--- src/rtl/serial_pkg.sv ---
`default_nettype none
// ============================================================================
//  Module      : serial_pkg
//  Description : Shared FSM state encoding and default sync-frame constants
//                used by serial_frame_arb and the serial_detect benches.
//  Revision    : 1.0 - initial release
// ============================================================================
package serial_pkg;

    // Default frame geometry, shared with the downstream serial_detect.
    localparam int         c_len_def = 5;
    localparam logic [4:0] c_std_def = 5'b01110;
    localparam int         c_dw_def  = 8;
    localparam int         c_gap_def = 2;

    // Frame FSM encoding; ST_PAR is only reachable in parity builds.
    typedef enum logic [2:0] {
        ST_IDLE    = 3'd0,
        ST_SYNC    = 3'd1,
        ST_ID      = 3'd2,
        ST_PAYLOAD = 3'd3,
        ST_PAR     = 3'd4,
        ST_GAP     = 3'd5
    } state_t;

    function automatic int max_of(input int a, input int b);
        return (a > b) ? a : b;
    endfunction

endpackage
`default_nettype wire

--- src/rtl/serial_frame_arb_if.sv ---
`default_nettype none
// ============================================================================
//  Module      : serial_frame_arb_if
//  Description : Requester-side bus of serial_frame_arb: level requests,
//                packed payloads, grant pulses and the serial frame line.
//  Revision    : 1.0 - initial release
// ============================================================================
interface serial_frame_arb_if #(
    parameter int NREQ = 4,
    parameter int DW   = 8
);
    logic [NREQ-1:0]    req;
    logic [NREQ*DW-1:0] dat;
    logic [NREQ-1:0]    gnt;
    logic               dat_out;
    logic               busy;
    logic               frame_done;

    // Requester side drives requests/payloads.
    modport master (output req, dat, input gnt, dat_out, busy, frame_done);
    // Arbiter side consumes requests and drives the frame line.
    modport slave  (input req, dat, output gnt, dat_out, busy, frame_done);
endinterface
`default_nettype wire

--- src/rtl/rr_arbiter.sv ---
`default_nettype none
// ============================================================================
//  Module      : rr_arbiter
//  Description : Combinational round-robin winner search starting one past
//                a registered last-winner pointer; pointer updates on take.
//  Revision    : 1.0 - initial release
// ============================================================================
module rr_arbiter #(
    parameter int NREQ = 4,
    parameter int IDW  = $clog2(NREQ)
) (
    input  logic            sys_clk,
    input  logic            rst,
    input  logic [NREQ-1:0] i_req,
    input  logic            i_take,
    output logic            o_any,
    output logic [IDW-1:0]  o_idx,
    output logic [IDW-1:0]  o_last
);
    logic [IDW-1:0]    r_last;
    logic [IDW:0]      w_shift;
    logic [2*NREQ-1:0] w_rot;
    int                w_off;

    // Rotate requests so bit 0 is the highest-priority requester, then take the lowest set bit.
    always_comb begin
        w_shift = {1'b0, r_last} + 1'b1;
        w_rot   = {i_req, i_req} >> w_shift;
        w_off   = 0;
        for (int k = NREQ - 1; k >= 0; k--) begin
            if (w_rot[k]) begin
                w_off = k;
            end
        end
        o_any = |i_req;
        o_idx = IDW'((int'(r_last) + 1 + w_off) % NREQ);
    end

    // Remember the winner of every grant; reset points at NREQ-1 so requester 0 leads.
    always_ff @(posedge sys_clk or posedge rst) begin
        if (rst) begin
            r_last <= IDW'(NREQ - 1);
        end else if (i_take) begin
            r_last <= o_idx;
        end
    end

    assign o_last = r_last;

endmodule
`default_nettype wire

--- src/rtl/serial_frame_arb.sv ---
`default_nettype none
// ============================================================================
//  Module      : serial_frame_arb
//  Description : Round-robin arbiter that serialises the winning requester's
//                payload as SYNC | ID | PAYLOAD | [PAR] | GAP on one line.
//                Optional parity bit: define SERIAL_FRAME_ARB_PARITY_EN.
//  Revision    : 1.0 - initial release
// ============================================================================
module serial_frame_arb
    import serial_pkg::*;
#(
    parameter int             NREQ = 4,
    parameter int             LEN  = c_len_def,
    parameter logic [LEN-1:0] STD  = c_std_def,
    parameter int             DW   = c_dw_def,
    parameter int             GAP  = c_gap_def
) (
    input  logic                 sys_clk,
    input  logic                 rst,
    serial_frame_arb_if.slave    bus
);
    localparam int c_idw  = $clog2(NREQ);
    localparam int c_maxl = max_of(max_of(LEN, DW), max_of(GAP, c_idw));
    localparam int c_cw   = $clog2(c_maxl + 1);

    state_t            r_state;
    state_t            w_state_nxt;
    logic [c_cw-1:0]   r_cnt;
    logic [c_cw-1:0]   w_cnt_nxt;
    logic [DW-1:0]     r_payload;
    logic [DW-1:0]     w_dat_sel;
    logic              w_take;
    logic              w_any;
    logic [c_idw-1:0]  w_win_idx;
    logic [c_idw-1:0]  w_last;
    logic              w_bit;
    logic [LEN-1:0]    w_sync_sh;
    logic [c_idw-1:0]  w_id_sh;
    logic [DW-1:0]     w_pay_sh;
    logic [NREQ-1:0]   r_gnt;
    logic              r_dat_out;
    logic              r_busy;
    logic              r_frame_done;

    // The arbiter's last-winner pointer doubles as the ID of the frame in flight.
    rr_arbiter #(
        .NREQ (NREQ),
        .IDW  (c_idw)
    ) u_arb (
        .sys_clk (sys_clk),
        .rst     (rst),
        .i_req   (bus.req),
        .i_take  (w_take),
        .o_any   (w_any),
        .o_idx   (w_win_idx),
        .o_last  (w_last)
    );

    // Payload slice of the current round-robin winner.
    always_comb begin
        w_dat_sel = '0;
        for (int i = 0; i < NREQ; i++) begin
            if (w_win_idx == c_idw'(i)) begin
                w_dat_sel = bus.dat[i*DW +: DW];
            end
        end
    end

    // Next state and bit counter; a new grant may come straight out of the last GAP cycle.
    always_comb begin
        w_state_nxt = r_state;
        w_cnt_nxt   = r_cnt + 1'b1;
        w_take      = 1'b0;
        case (r_state)
            ST_IDLE: begin
                w_cnt_nxt = '0;
                if (w_any) begin
                    w_take      = 1'b1;
                    w_state_nxt = ST_SYNC;
                end
            end
            ST_SYNC: begin
                if (r_cnt == c_cw'(LEN - 1)) begin
                    w_state_nxt = ST_ID;
                    w_cnt_nxt   = '0;
                end
            end
            ST_ID: begin
                if (r_cnt == c_cw'(c_idw - 1)) begin
                    w_state_nxt = ST_PAYLOAD;
                    w_cnt_nxt   = '0;
                end
            end
            ST_PAYLOAD: begin
                if (r_cnt == c_cw'(DW - 1)) begin
`ifdef SERIAL_FRAME_ARB_PARITY_EN
                    w_state_nxt = ST_PAR;
`else
                    w_state_nxt = ST_GAP;
`endif
                    w_cnt_nxt   = '0;
                end
            end
`ifdef SERIAL_FRAME_ARB_PARITY_EN
            ST_PAR: begin
                w_state_nxt = ST_GAP;
                w_cnt_nxt   = '0;
            end
`endif
            ST_GAP: begin
                if (r_cnt == c_cw'(GAP - 1)) begin
                    w_cnt_nxt = '0;
                    if (w_any) begin
                        w_take      = 1'b1;
                        w_state_nxt = ST_SYNC;
                    end else begin
                        w_state_nxt = ST_IDLE;
                    end
                end
            end
            default: begin
                w_state_nxt = ST_IDLE;
                w_cnt_nxt   = '0;
            end
        endcase
    end

    // MSB-first bit selection: shift left by the bit count and read the top bit.
    assign w_sync_sh = STD << w_cnt_nxt;
    assign w_id_sh   = w_last << w_cnt_nxt;
    assign w_pay_sh  = r_payload << w_cnt_nxt;

    // Line value for the cycle being entered, so dat_out can be a plain register.
    always_comb begin
        w_bit = 1'b0;
        case (w_state_nxt)
            ST_SYNC:    w_bit = w_sync_sh[LEN-1];
            ST_ID:      w_bit = w_id_sh[c_idw-1];
            ST_PAYLOAD: w_bit = w_pay_sh[DW-1];
`ifdef SERIAL_FRAME_ARB_PARITY_EN
            ST_PAR:     w_bit = ^{w_last, r_payload};
`endif
            default:    w_bit = 1'b0;
        endcase
    end

    // FSM state, bit counter and payload capture at the grant edge.
    always_ff @(posedge sys_clk or posedge rst) begin
        if (rst) begin
            r_state   <= ST_IDLE;
            r_cnt     <= '0;
            r_payload <= '0;
        end else begin
            r_state <= w_state_nxt;
            r_cnt   <= w_cnt_nxt;
            if (w_take) begin
                r_payload <= w_dat_sel;
            end
        end
    end

    // Registered outputs describing the cycle the FSM is entering.
    always_ff @(posedge sys_clk or posedge rst) begin
        if (rst) begin
            r_gnt        <= '0;
            r_dat_out    <= 1'b0;
            r_busy       <= 1'b0;
            r_frame_done <= 1'b0;
        end else begin
            r_gnt        <= w_take ? (NREQ'(1) << w_win_idx) : '0;
            r_dat_out    <= w_bit;
            r_busy       <= (w_state_nxt != ST_IDLE);
            r_frame_done <= (w_state_nxt == ST_GAP) && (w_cnt_nxt == c_cw'(GAP - 1));
        end
    end

    assign bus.gnt        = r_gnt;
    assign bus.dat_out    = r_dat_out;
    assign bus.busy       = r_busy;
    assign bus.frame_done = r_frame_done;

endmodule
`default_nettype wire

--- src/flat_wrapper.sv ---
// flat-port wrapper written by rule: the top's interface ports become plain ports
module serial_frame_arb_flat import serial_pkg::*;
#(
    parameter int             NREQ = 4,
    parameter int             LEN  = c_len_def,
    parameter logic [LEN-1:0] STD  = c_std_def,
    parameter int             DW   = c_dw_def,
    parameter int             GAP  = c_gap_def
)
  (sys_clk, rst, bus_req, bus_dat, bus_gnt, bus_dat_out, bus_busy, bus_frame_done);
  serial_frame_arb_if #(.NREQ(NREQ), .DW(DW)) bus_i ();
  input  logic sys_clk;
  input  logic rst;
  input wire logic [$bits(bus_i.req)-1:0] bus_req;
  input wire logic [$bits(bus_i.dat)-1:0] bus_dat;
  output wire logic [$bits(bus_i.gnt)-1:0] bus_gnt;
  output wire logic [$bits(bus_i.dat_out)-1:0] bus_dat_out;
  output wire logic [$bits(bus_i.busy)-1:0] bus_busy;
  output wire logic [$bits(bus_i.frame_done)-1:0] bus_frame_done;
  assign bus_i.req = bus_req;
  assign bus_i.dat = bus_dat;
  assign bus_gnt = bus_i.gnt;
  assign bus_dat_out = bus_i.dat_out;
  assign bus_busy = bus_i.busy;
  assign bus_frame_done = bus_i.frame_done;
  serial_frame_arb #(.NREQ(NREQ), .LEN(LEN), .STD(STD), .DW(DW), .GAP(GAP)) u_core (.sys_clk(sys_clk), .rst(rst), .bus(bus_i));
endmodule
--- config.mk ---
export PLATFORM = sky130hd
export DESIGN_NAME = serial_frame_arb_flat
export DESIGN_NICKNAME = d
export VERILOG_FILES = /design/src/rtl/serial_pkg.sv /design/src/rtl/serial_frame_arb_if.sv /design/src/rtl/rr_arbiter.sv /design/src/rtl/serial_frame_arb.sv /design/src/flat_wrapper.sv
export SDC_FILE = /design/constraint.sdc
export NUM_CORES = 1
export LEC_CHECK = 0
export ABC_CLOCK_PERIOD_IN_PS = 2550
export CORE_ASPECT_RATIO = 2
export CORE_MARGIN = 2
export CORE_UTILIZATION = 48
export DETAILED_ROUTE_END_ITERATION = 10
export PLACE_DENSITY = 0.83
export SYNTH_ARGS = -nofsm -noshare
export SYNTH_HDL_FRONTEND = slang
export SYNTH_SLANG_ARGS = --single-unit
export TNS_END_PERCENT = 50
--- constraint.sdc ---
create_clock -name sys_clk -period 2.55 [get_ports sys_clk]
set_input_delay 0.3825 -clock sys_clk [delete_from_list [all_inputs] [get_ports sys_clk]]
set_output_delay 0.3825 -clock sys_clk [all_outputs]
set_load 0.01 [all_outputs]
==> results.toml <==
[power]
intPower_mw = 1.61
ir_worst_vdd_uv = 866
comb_power_share_pct = 66.1
clockPowerShare_pct = 9.0
cellPowerDensity_nw_per_um2 = 1230
switchingPower_mw = 1.25
p_sw_share_pct = 43.7
seq_power_share_pct = 24.8
p_leak_nw = 1.02
p_total_mw = 2.86

[status]
status = "finished clean"

[routing]
drtAntennaViolNets = 0
first_pass_iters = 4
vias = 1542
wire_per_inst_um = 15.3
wl_mm = 4.06
viasPerCell = 5.80
drt_iter0_drc = 16
drc = 0

[cells_and_area]
num_antenna_cells = 0
drive_above_1_share_pct = 16.7
area_growth_pct = 37.6
finalNonFillerCells = 266
final_util_pct = 69.0
fin_area_um2 = 2330
nets = 277

[clock_network]
cts_buffer_depth = 2
ctsHtreeMaxLevel = 1
cts_made_buffers = 3
clock_latency_ns = 0.27
root_buffer = "clkbuf_8"
cts.sinks = 24
clk_pin_slew_ns = 0.08
postCtsHoldBufs = 0
cts_tree = "done"

[worst_setup_path]
critPathCaptureType = "flip-flop"
cp-startpoint = "u_core.r_cnt[1]$_DFF_PP0_"
path_max_fanout = 3
cp.arrival_ns = 2.59
worstPathCellList = "inv_1 > ha_1 > nor3b_1 > o221a_2 > o211ai_2 > buf_4 > or4_1 > a31oi_1"
criticalPathCategory = "flip-flop to flip-flop"
r2r_start = "u_core.r_cnt[1]$_DFF_PP0_"
crit_slowest_cell = "or4_1"
slowest_delay_ns = 0.55
crit_required_ns = 2.74
critPathLaunchType = "flip-flop"

[sta]
finalWorstPathRequiredPeriod_ns = 2.40
final-max-slew-violation-count = 0
worst-slew-pin-transition_ns = 0.388
skew_ns = 0.00221
max_freq_mhz = 416
whs_ns = 0.443
tns_ns = 0
max_slew_margin_pct = 74.1
period_share_pct = 94.2
rsz0062_at_grt = "no"
setup_violations = 0
setup_ws_ns = 0.147
finalHoldViolations = 0

[yosys]
synth-simple-area-share_pct = 20.4
synth_xor_area_share_pct = 2.66
synth-edff-count = 0
ys_warn_count = 0
synth_ff_type = "dfrtp_1"
syn_nets = 220
ys_ff_latch = 24
synth-async-reset-ratio_pct = 100
syn_area_per_cell_um2 = 9.52
muxShareOfSynthArea_pct = 11.9
synth_top_family_by_area = "compound AO/OA/AOI/OAI gates"
ys_seq_area_share_pct = 35.6
synthesis.instances = 178
synth_compound_area_share_pct = 20.8
synthDistinctLibCells = 50
netlist_area_um2 = 1690
synth_adder_area_share_pct = 2.95

[hold_path]
hold_path_class = "input port to asynchronous set/reset pin"

[floorplanning]
pin_count = 45
rows = 30
dieHeight_um = 88.0
coreArea_um2 = 3380
start_util_pct = 50.1
die_w_um = 46.0
dieArea_um2 = 4050

[flow_run]
maxCapViolCount = 0

[placement]
dpl_worst_slack_ns = -0.268
dpl.hpwl_mm = 3.34
placed_area_um2 = 2250
dp.cells = 261
port_buffers = 44
place_congestion = 0.864

[global_route]
grt_first_pass_wirelength_mm = 6.76
track_usage_pct = 22.6
grt_busiest_layer = "met2"
grt_pass1_vias = 1541
overflow = 0
use_met1_pct = 23.6
antenna_found_initial = 0
met2_usage_pct = 41.9
grt_start_max_net_pins = 25
met3_usage_pct = 2.27
[flip-flops by register name, indices dropped and copies added (netlist names)]
name	cells
u_core.bus.frame_done	1
u_core.u_arb.o_last	2
u_core.r_state	3
u_core.bus.dat_out	1
u_core.bus.gnt	4
u_core.r_payload	8
u_core.r_cnt	4
u_core.bus.busy	1
[cell usage after synthesis (2+ instances only)]
cell,n,area (um2)
buf_2,3,15.0
a22oi_1,2,15.0
inv_1,10,37.5
o221ai_1,2,17.5
o221ai_2,7,105
and2_1,2,12.5
nand3_1,2,10.0
o21ai_1,3,15.0
nor3_1,6,30.0
o21ai_0,4,20.0
buf_4,2,15.0
xor2_1,2,17.5
nor3b_1,3,22.5
a21oi_1,9,45.0
ha_1,4,50.1
o32ai_1,2,17.5
nand2b_1,7,43.8
mux2i_1,19,190
a31oi_1,2,12.5
clkbuf_1,2,7.51
nand2_1,18,67.6
dfrtp_1,22,551
nor2b_1,3,18.8
nor2_1,15,56.3
dfstp_2,2,52.6
[final cells by class]
class	instances	area (um2)
clock buffer	4	55.1
fill	256	1050
inverter	11	41.3
multi-input combinational	134	998
sequential	24	603
tap	32	40.0
timing repair buffer	61	593
[power by group through the flow]
stage	Clock [mW]	Combinational, mW	Sequential (mW)
final	0.258	1.89	0.709
after global placement	0	1.74	0.709
after detailed placement	0	1.77	0.717
after floorplan	0	1.43	0.645
after CTS	0.265	1.79	0.709
after global routing	0.281	2.06	0.727
[worst paths after layout]
kind / cells after the start / slack, ns / end
worst min-delay path: 3 / 0.44 / u_core.bus.gnt[0]$_DFF_PP0_
worst max-delay path: 8 / 0.15 / u_core.bus.dat_out$_DFF_PP0_
worst min register to register: 2 / 0.50 / u_core.r_payload[6]$_DFFE_PP0P_
max in group asynchronous: 3 / 1.82 / u_core.u_arb.o_last[0]$_DFFE_PP1P_
worst max register to register: 8 / 0.15 / u_core.bus.dat_out$_DFF_PP0_
min in group sys_clk: 2 / 0.50 / u_core.r_payload[6]$_DFFE_PP0P_
[metal layers]
| metal | share of wire, % | vias to the layer above |
|---|---|---|
| li1 | - | 760 |
| met1 | 33 | 739 |
| met2 | 61 | 33 |
| met3 | 1.9 | 10 |
| met4 | 3.3 | 0 |
| met5 | 0 | - |
[cells in the final DEF (no fill, tap or decap), drive strengths merged, types with 6 or more instances in the layout]
cell type      count
a21oi              9
buf               17
clkdlybuf4s50     44
dfrtp             22
inv               11
mux2i             19
nand2             18
nand2b             7
nor2              15
nor3               6
o21ai              7
o221ai             9
[worst max-delay path: cells and delay by family, from the launching register on]
family | cells | cell delay [ns]
buffers and inverters | 2 | 0.25
AND/OR/NAND/NOR | 2 | 0.88
adder cells (fa/ha/maj) | 1 | 0.19
flip-flops | 1 | 0.41
AO/OA/AOI/OAI | 3 | 0.58
[timing repair]
action                                 CTS  global route
gates resized for setup                  0             1
setup buffers                            0             1
setup endpoints to repair                0            11
endpoints found under the hold margin    0             0
[cells by family (layout without fill, tap and decap cells)]
| group | after synthesis | count (layout) |
|---|---|---|
| AO/OA/AOI/OAI | 41 | 41 |
| adder cells (fa/ha/maj) | 4 | 4 |
| XOR/XNOR | 3 | 3 |
| flip-flops | 24 | 24 |
| AND/OR/NAND/NOR | 66 | 66 |
| buffers and inverters | 20 | 76 |
| multiplexers | 20 | 20 |
Note: power is estimated with default switching activity, not from simulation.
